==> config.mk <==
export PLATFORM = sky130hd
export DESIGN_NAME = weight_loader
export DESIGN_NICKNAME = d
export VERILOG_FILES = /design/src/rtl/weight_loader.sv
export SDC_FILE = /design/constraint.sdc
export NUM_CORES = 1
export LEC_CHECK = 0
export CORE_ASPECT_RATIO = 1.4
export CORE_UTILIZATION = 40
export DETAILED_ROUTE_END_ITERATION = 10
export PLACE_DENSITY_LB_ADDON = 0.15
export SLEW_MARGIN = 0
export SYNTH_ARGS = -nofsm -noshare
export SYNTH_HDL_FRONTEND = slang
export SYNTH_SLANG_ARGS = --single-unit
==> constraint.sdc <==
create_clock -name clk -period 4.4 [get_ports clk]
set_input_delay 0.88 -clock clk [delete_from_list [all_inputs] [get_ports clk]]
set_output_delay 0.88 -clock clk [all_outputs]
set_load 0.005 [all_outputs]
==> src/rtl/weight_loader.sv <==
// rtl/weight_loader.sv - kernel weight loader: ROM address sequencer with shadow/active double-buffered weight banks
// Optional build macro: WEIGHT_LOADER_AUTOSWAP_EN (auto-promote the first loaded set while the active bank is empty)
module weight_loader #(
  parameter int WIDTH          = 32,
  parameter int KERNEL_SIZE    = 3,
  parameter int WEIGHT_SET_NUM = 2,
  parameter int ADDR_WIDTH     = 5,
  parameter int SET_IDX_WIDTH  = 1
) (
  input  logic                                       clk,
  input  logic                                       rst_n,
  input  logic                                       i_start,
  input  logic [SET_IDX_WIDTH-1:0]                   i_set_idx,
  output logic [ADDR_WIDTH-1:0]                      o_rom_addr,
  input  logic [WIDTH-1:0]                           i_rom_data,
  input  logic                                       i_swap,
  output logic [WIDTH*KERNEL_SIZE*KERNEL_SIZE-1:0]   o_weight,
  output logic                                       o_active_valid,
  output logic [SET_IDX_WIDTH-1:0]                   o_active_set,
  output logic                                       o_shadow_valid,
  output logic                                       o_busy,
  output logic                                       o_err
);

  localparam int NW    = KERNEL_SIZE * KERNEL_SIZE;
  localparam int CNT_W = (NW > 1) ? $clog2(NW) : 1;
  localparam int BANK_W = WIDTH * NW;
  localparam logic [CNT_W-1:0]      CNT_LAST = CNT_W'(NW - 1);
  localparam logic [ADDR_WIDTH-1:0] NW_A     = ADDR_WIDTH'(NW);

  typedef enum logic [1:0] {
    IDLE = 2'd0,
    LOAD = 2'd1,
    FULL = 2'd2
  } state_t;

  state_t                    state_q, state_d;
  logic [CNT_W-1:0]          cnt_q, cnt_d;
  logic [ADDR_WIDTH-1:0]     addr_q, addr_d;
  logic [BANK_W-1:0]         shadow_q, shadow_d;
  logic [SET_IDX_WIDTH-1:0]  shadow_set_q, shadow_set_d;
  logic [BANK_W-1:0]         active_q, active_d;
  logic [SET_IDX_WIDTH-1:0]  active_set_q, active_set_d;
  logic                      active_valid_q, active_valid_d;
  logic                      shadow_valid_q, shadow_valid_d;
  logic                      busy_q, busy_d;
  logic                      err_q, err_d;

  logic                      idx_ok;
  logic                      swap_req;
  logic                      load_last;
  logic [ADDR_WIDTH-1:0]     base_addr;

  // Decode helpers: set-index range check, set base address, last-word flag, swap trigger
  always_comb begin
    idx_ok    = 32'(i_set_idx) < 32'(WEIGHT_SET_NUM);
    base_addr = ADDR_WIDTH'(i_set_idx) * NW_A;
    load_last = (cnt_q == CNT_LAST);
`ifdef WEIGHT_LOADER_AUTOSWAP_EN
    // With an empty active bank there is nothing for the array to lose, so promote immediately
    swap_req  = (state_q == FULL) && (i_swap || !active_valid_q);
`else
    swap_req  = (state_q == FULL) && i_swap;
`endif
  end

  // State and datapath registers; reset discards any partial load
  always_ff @(posedge clk or negedge rst_n) begin
    if (!rst_n) begin
      state_q        <= IDLE;
      cnt_q          <= '0;
      addr_q         <= '0;
      shadow_q       <= '0;
      shadow_set_q   <= '0;
      active_q       <= '0;
      active_set_q   <= '0;
      active_valid_q <= 1'b0;
      shadow_valid_q <= 1'b0;
      busy_q         <= 1'b0;
      err_q          <= 1'b0;
    end else begin
      state_q        <= state_d;
      cnt_q          <= cnt_d;
      addr_q         <= addr_d;
      shadow_q       <= shadow_d;
      shadow_set_q   <= shadow_set_d;
      active_q       <= active_d;
      active_set_q   <= active_set_d;
      active_valid_q <= active_valid_d;
      shadow_valid_q <= shadow_valid_d;
      busy_q         <= busy_d;
      err_q          <= err_d;
    end
  end

  // Next-state logic
  always_comb begin
    state_d = state_q;
    case (state_q)
      IDLE:    if (i_start && idx_ok) state_d = LOAD;
      LOAD:    if (load_last)         state_d = FULL;
      FULL:    if (swap_req)          state_d = IDLE;
      default:                        state_d = IDLE;
    endcase
  end

  // Datapath/output updates per state; a start outside IDLE is always rejected
  always_comb begin
    cnt_d          = cnt_q;
    addr_d         = addr_q;
    shadow_d       = shadow_q;
    shadow_set_d   = shadow_set_q;
    active_d       = active_q;
    active_set_d   = active_set_q;
    active_valid_d = active_valid_q;
    shadow_valid_d = shadow_valid_q;
    busy_d         = busy_q;
    err_d          = 1'b0;
    case (state_q)
      IDLE: begin
        if (i_start) begin
          if (idx_ok) begin
            shadow_set_d = i_set_idx;
            addr_d       = base_addr;
            cnt_d        = '0;
            busy_d       = 1'b1;
          end else begin
            err_d = 1'b1;
          end
        end
      end
      LOAD: begin
        // ROM data is combinational from the registered address, so it belongs to word cnt_q
        shadow_d[int'(cnt_q)*WIDTH +: WIDTH] = i_rom_data;
        if (i_start) err_d = 1'b1;
        if (load_last) begin
          cnt_d          = '0;
          addr_d         = '0;
          busy_d         = 1'b0;
          shadow_valid_d = 1'b1;
        end else begin
          cnt_d  = cnt_q + CNT_W'(1);
          addr_d = addr_q + ADDR_WIDTH'(1);
        end
      end
      FULL: begin
        if (i_start) err_d = 1'b1;
        if (swap_req) begin
          active_d       = shadow_q;
          active_set_d   = shadow_set_q;
          active_valid_d = 1'b1;
          shadow_valid_d = 1'b0;
        end
      end
      default: begin
        busy_d = 1'b0;
      end
    endcase
  end

  assign o_rom_addr     = addr_q;
  assign o_weight       = active_q;
  assign o_active_valid = active_valid_q;
  assign o_active_set   = active_set_q;
  assign o_shadow_valid = shadow_valid_q;
  assign o_busy         = busy_q;
  assign o_err          = err_q;

endmodule

==> impl_metrics.env, run 1 <==
export IMPL_status="finished, final reports clean"
export IMPL_cp_slowest_cell="nand3_2"
export IMPL_clock_latency_ns=0.61
export IMPL_cp_startpoint="cnt_q[0]"
export IMPL_cts_setup_buffers=0
export IMPL_setup_viol=0
export IMPL_drc=0
export IMPL_hold_viol=0
export IMPL_yosys_warnings=0
export IMPL_antenna_found_initial=0
export IMPL_fin_tns_setup_ns=0
export IMPL_rsz0062_at_grt="no"
export IMPL_met2_usage_pct=35.9
export IMPL_dp_slack_ns=1.09
export IMPL_dr_first_iter_drc_count=506
export IMPL_p_leak_nw=12.7
export IMPL_io_pins=335
export IMPL_root_buffer="clkbuf_16"
export IMPL_die_area_sq_um=58300
export IMPL_vias=13817
export IMPL_place_gp_congestion=0.787
export IMPL_yosysSeqAreaShare_pct=64.8
export IMPL_grt_use_met3_pct=4.34
export IMPL_core_area_sq_um=56400
export IMPL_syn_avg_cell_area_sq_um=13.7
export IMPL_synthDistinctLibCells=42
export IMPL_grt_max_degree=113
export IMPL_fmaxAchievable_mhz=304
export IMPL_fin_area_sq_um=29100
export IMPL_timing_final_ws_setup_ns=1.11
export IMPL_antenna_left=0
export IMPL_final_core_util_pct=51.5
export IMPL_skew_ns=0.0207
export IMPL_top_usage_layer="met2"
export IMPL_portBuffers=334
export IMPL_crit_required_ns=4.89
export IMPL_clk_path_buf_depth=3
export IMPL_cts_tree="built"
export IMPL_fin_crit_ns=3.29
export IMPL_cp_arrival_ns=3.77
export IMPL_min_path_type="in -> async"
export IMPL_grt_pass1_wl_um=90900
export IMPL_reg2reg_depth=6
export IMPL_h_tree_depth=2
export IMPL_initial_utilization_pct=40.6
export IMPL_avgViaCountPerCell=4.97
export IMPL_syn_to_final_growth_pct=26.9
export IMPL_overflow=0
export IMPL_timing_rr_start="cnt_q[0]"
export IMPL_cts_resized=0
export IMPL_netlist_instances=1670
export IMPL_routedWlPerCell_um=21.1
export IMPL_maxCapViolations=0
export IMPL_grtUsageMet1_pct=25.0
export IMPL_clock_sinks=593
export IMPL_hpwl_um=39700
export IMPL_placed_cell_area_sq_um=27000
export IMPL_grt_pass1_vias=14533
export IMPL_cts_hold_buf=0
export IMPL_path_class="reg -> reg"
export IMPL_clkSlewWorstSetupHoldPaths_ns=0.06
export IMPL_fp_dieW_um=204
export IMPL_crit_path_end="shadow_q[155]"
export IMPL_r2r_slack_ns=1.11
export IMPL_path_cells="nor3_1 > ha_1 > and4bb_4 > nand3_2 > buf_4 > mux2_2"
export IMPL_final_max_slew_viol_count=0
export IMPL_synth_nets=1715
export IMPL_max_stage_delay_ns=0.70
export IMPL_drt_total_wl_um=58700
export IMPL_cts_buffers=58
export IMPL_nets=2041
export IMPL_p_total_mw=19.4
export IMPL_synth_seq_cells=593
export IMPL_ir_worst_vdd_mv=0.451
export IMPL_synth_cell_area_sq_um=22900
export IMPL_finalCritPeriodShare_pct=74.7
export IMPL_reg2reg_to="shadow_q[155]"
export IMPL_drt_pass1_iterations=4
export IMPL_crit_path_max_fanout=26
export IMPL_gr_usage_all_layers_pct=20.6
export IMPL_num_rows=103
export IMPL_tightest_slew_ns=0.903
export IMPL_worstSetupStartpointType="flop"
export IMPL_p_per_area_nw_per_um2=667
export IMPL_endpoint_kind="flop"
export IMPL_slew_headroom_pct=38.1
export IMPL_die_height_um=285
export IMPL_drive_gt1_share_pct=26.2
## power breakdown
part / switching (mW) / internal [mW] / total [mW]
combinational: 2.41 / 3.28 / 5.69
clock: 2.14 / 3.25 / 5.39
sequential: 1.05 / 7.28 / 8.33
total: 5.59 / 13.8 / 19.4
## critical path: cells and delay by family (launching register included)
kind | cells | cell delay (ns)
flip-flops | 1 | 0.47
AND/OR/NAND/NOR | 3 | 1.48
adder cells (fa/ha/maj) | 1 | 0.41
multiplexers | 1 | 0.28
buffers and inverters | 1 | 0.47
## how the worst min path moves through the flow
stage                        start        endpoint  slack, ns  cells after the start
finish                       rst_n   o_weight[138]       0.25                      1
global route                 rst_n   o_weight[139]       0.30                      1
detailed placement  o_active_valid  o_active_valid       0.46                      1
CTS                          rst_n   o_weight[135]       0.29                      1
floorplan            shadow_q[100]   shadow_q[100]       0.45                      2
global placement    o_active_valid  o_active_valid       0.45                      1
## Yosys cell counts
cell type	number	area [sq um]
nor2b_1	3	18.8
o211ai_4	2	42.5
nor2_2	1	6.26
nor4b_4	1	23.8
inv_1	7	26.3
and3_1	1	6.26
and4bb_4	1	16.3
dfrtp_1	593	14800
buf_4	12	90.1
o21ai_1	18	90.1
o32a_1	1	10.0
nand3_2	1	10.0
o2111ai_4	2	52.6
buf_6	9	101
nor3b_1	1	7.51
buf_12	3	60.1
nand2_1	295	1110
ha_1	8	100
nand4_2	1	12.5
o31a_1	1	8.76
and2_1	33	206
mux2i_1	3	30.0
xnor2_1	2	17.5
nand3_1	5	25.0
nor3_1	3	15.0
mux2_2	328	3690
clkbuf_1	19	71.3
nand2b_1	2	12.5
or2_0	1	6.26
inv_4	1	6.26
nor3_2	2	20.0
and3b_1	1	8.76
nor2_1	5	18.8
mux2_4	61	916
buf_2	48	240
o22ai_1	1	6.26
nand3b_1	2	15.0
nand4_1	2	12.5
a21oi_1	2	10.0
a22o_1	4	35.0
clkbuf_2	5	25.0
o21ai_0	179	896
## metrics by stage
step	hold WS (ns)	instances
2_1_floorplan	0.446	1670
3_3_place_gp	0.452	2671
3_5_place_dp	0.456	2671
4_1_cts	0.286	2779
5_1_grt	0.298	2779
6_report	0.249	2780
## routing by layer
layer  routed length [um]  share of wire [%]  up-vias
met5                    0                  0        -
met4                 2080                3.5        0
met3                 3030                5.2      106
met2                30400                 52      313
met1                23200                 40     7044
li1                     -                  -     6354
## area by class of cell
| type | count | area (sq um) |
|---|---|---|
| diodes | 1 | 2.50 |
| clock buffers | 84 | 1770 |
| clock inverters | 24 | 324 |
| fillers | 4964 | 27400 |
| inverters | 8 | 32.5 |
| multi-input cells | 973 | 7500 |
| flip-flops and latches | 593 | 14800 |
| well taps | 735 | 920 |
| repair buffers | 362 | 3700 |
## flip-flops by register name, summed over array words and instances, names as in the netlist, 2 cells and up
signal and cells:
cnt_q 4, o_rom_addr 5, o_weight 288, shadow_q 288, state_q 2
## layout by cell type, fill, tap and decap left out, drive strengths merged, types with 3 or more instances in the layout
| cell | synthesis | layout |
|---|---|---|
| clkinv | 0 | 16 |
| clkbuf | 24 | 84 |
| bufinv | 0 | 8 |
| o21ai | 197 | 197 |
| buf | 72 | 29 |
| nand2 | 295 | 295 |
| and2 | 33 | 33 |
| nor2b | 3 | 3 |
| clkdlybuf4s50 | 0 | 333 |
| mux2i | 3 | 3 |
| nor2 | 6 | 6 |
| nand4 | 3 | 3 |
| a22o | 4 | 4 |
| inv | 8 | 8 |
| dfrtp | 593 | 593 |
| nor3 | 5 | 5 |
| nand3 | 6 | 6 |
| ha | 8 | 8 |
| mux2 | 389 | 389 |
## logic make-up after synthesis
family | share of synthesized area [%]
mux | 20.2
fa+ha+maj | 0.437
flops | 64.8
xor+xnor | 0.0764
buf+inv | 2.71
simple gates | 6.76
compound gates | 5.02
No activity file was read; power rests on OpenSTA's default activity.
==> run 2, diff against run 1 <==
clock period = 3.3 ns   (was 4.4 ns; I/O delays follow)
==> run 2 against run 1 <==
  * Sequential cell count unchanged
  * Combinational power increased by 36%
  * Sequential power increased by 33%
  * Largest cell class unchanged
  * Largest power group unchanged
  * Register-to-register slack got worse by 0.69 ns
==> impl_metrics.env, run 2 (synthesis gave the netlist of run 1 again) <==
export IMPL_rsz0062_at_grt="no"
export IMPL_syn_to_final_growth_pct=27.7
export IMPL_nets=2061
export IMPL_p_int_mw=18.4
export IMPL_switching_share_pct=29.0
export IMPL_fillers=4897
export IMPL_p_per_area_nw_per_um2=885
export IMPL_fp_dieW_um=204
export IMPL_setup_viol=0
export IMPL_routedWlPerCell_um=21.2
export IMPL_seq_area_sq_um=14800
export IMPL_p_total_mw=25.9
export IMPL_cp_startpoint="cnt_q[0]"
export IMPL_clock_sinks=593
export IMPL_num_rows=103
export IMPL_antenna_left=0
export IMPL_wl_met2_um=31200
export IMPL_hpwl_um=41700
export IMPL_timing_rr_start="cnt_q[0]"
export IMPL_final_core_util_pct=51.9
export IMPL_cts_buffers=57
export IMPL_die_area_sq_um=58300
export IMPL_clkSlewWorstSetupHoldPaths_ns=0.07
export IMPL_drive_gt1_share_pct=26.8
export IMPL_drt_pass1_iterations=4
export IMPL_die_height_um=285
export IMPL_crit_required_ns=3.78
export IMPL_cts_setup_buffers=0
export IMPL_pwr_share_seq_pct=43.0
export IMPL_final_common_cell="dfrtp_1"
export IMPL_portBuffers=334
export IMPL_top_layer_used="met4"
export IMPL_vias=13849
export IMPL_pwr_share_clk_pct=27.2
export IMPL_skew_ns=0.0174
export IMPL_initial_utilization_pct=40.6
export IMPL_gr_usage_all_layers_pct=20.8
export IMPL_overflow=0
export IMPL_layout_common_cells="dfrtp_1 (593), clkdlybuf4s50_1 (333), mux2_2 (328)"
export IMPL_grt_pass1_wl_um=91500
export IMPL_reg2reg_to="shadow_q[78]"
export IMPL_place_gp_congestion=0.776
export IMPL_maxCapViolations=0
export IMPL_p_leak_nw=12.8
export IMPL_cts_tree="built"
export IMPL_endpoint_kind="flop"
export IMPL_clk_path_buf_depth=3
export IMPL_fin_tns_setup_ns=0
export IMPL_cts_hold_buf=0
export IMPL_crit_path_max_fanout=20
export IMPL_path_class="reg -> reg"
export IMPL_multi_input_area_sq_um=7500
export IMPL_ir_worst_vdd_mv=0.528
export IMPL_crit_path_end="shadow_q[78]"
export IMPL_met3WireLength_um=2820
export IMPL_io_pins=335
export IMPL_antenna_found_initial=0
export IMPL_status="finished, final reports clean"
export IMPL_clock_latency_ns=0.61
export IMPL_r2r_slack_ns=0.42
export IMPL_switchingPower_mw=7.51
export IMPL_grt_max_degree=72
export IMPL_final_max_slew_viol_count=0
export IMPL_dr_first_iter_drc_count=430
export IMPL_grt_pass1_vias=14523
export IMPL_p_comb_share_pct=29.8
export IMPL_slew_headroom_pct=38.9
export IMPL_drt_total_wl_um=59400
export IMPL_drc=0
export IMPL_core_area_sq_um=56400
export IMPL_met1_length_um=23900
export IMPL_num_antenna_cells=0
export IMPL_fmaxAchievable_mhz=348
export IMPL_reg2reg_depth=6
export IMPL_min_path_type="in -> async"
export IMPL_root_buffer="clkbuf_16"
export IMPL_fin_crit_ns=2.88
export IMPL_hold_viol=0
export IMPL_cts_resized=0
export IMPL_cp_arrival_ns=3.35
export IMPL_tightest_slew_ns=0.912
export IMPL_finalCritPeriodShare_pct=87.2
export IMPL_h_tree_depth=2
export IMPL_avgViaCountPerCell=4.95
export IMPL_worstSetupStartpointType="flop"
[run 2: changes by cell type in the layout (fill, tap and decap cells not counted)]
cell and change:
buf_12 +7, buf_4 +14, clkbuf_1 +3, clkbuf_16 -2
clkbuf_8 -1, clkinv_2 -5, clkinv_4 -1, clkinvlp_4 +1
diode_2 -1, inv_6 +3
[run 2: critical path, cell delays in order (launching register included)]
cell	delay, ns
dfrtp_1	0.47
nor3_1	0.42
ha_1	0.40
and4bb_4	0.35
and3_2	0.50
buf_12	0.26
mux2_4	0.32
[run 2: how the worst min path moves through the flow]
| stage | depth (start not counted) | slack, ns | to | from |
|---|---|---|---|---|
| 2_1_floorplan | 0 | 0.36 | cnt_q[0] | rst_n |
| 3_3_place_gp | 1 | 0.45 | o_active_valid | o_active_valid |
| 3_5_place_dp | 1 | 0.46 | o_active_valid | o_active_valid |
| 4_1_cts | 1 | 0.03 | o_weight[72] | rst_n |
| 5_1_grt | 1 | 0.05 | o_weight[72] | rst_n |
| 6_report | 1 | 0.03 | o_weight[72] | rst_n |
[run 2: layout make-up]
cell class | count | area share, %
Multi-Input combinational cell | 973 | 25.6
Sequential cell | 593 | 50.7
Tap cell | 735 | 3.14
Clock buffer | 84 | 5.88
Timing Repair Buffer | 383 | 13.5
Inverter | 8 | 0.111
Clock inverter | 22 | 1.11
[run 2: per-layer routing]
layer / up-vias / track usage (%)
li1: 6407 / -
met1: 7063 / 24.9
met2: 294 / 37.1
met3: 85 / 4.27
met4: 0 / 6.25
met5: - / 0
[run 2: stage by stage]
stage	hold slack, ns	instances	setup WS, ns	cell area, sq um
final	0.0263	2798	0.424	29300
after global placement	0.452	2692	0.500	27200
after detailed placement	0.464	2692	0.404	27200
after global routing	0.0545	2798	0.288	29300
after CTS	0.0333	2798	0.385	29300
after floorplan	0.364	1670	1.05	22900
[run 2: power by group through the flow]
| stage | sequential [mW] | clock (mW) | combinational (mW) |
|---|---|---|---|
| 6_report | 11.1 | 7.05 | 7.72 |
| 5_1_grt | 11.5 | 7.55 | 8.44 |
| 4_1_cts | 11.2 | 7.27 | 7.89 |
| 3_5_place_dp | 11.3 | 0 | 7.86 |
| 3_3_place_gp | 11.2 | 0 | 7.70 |
| 2_1_floorplan | 10.9 | 0 | 3.85 |
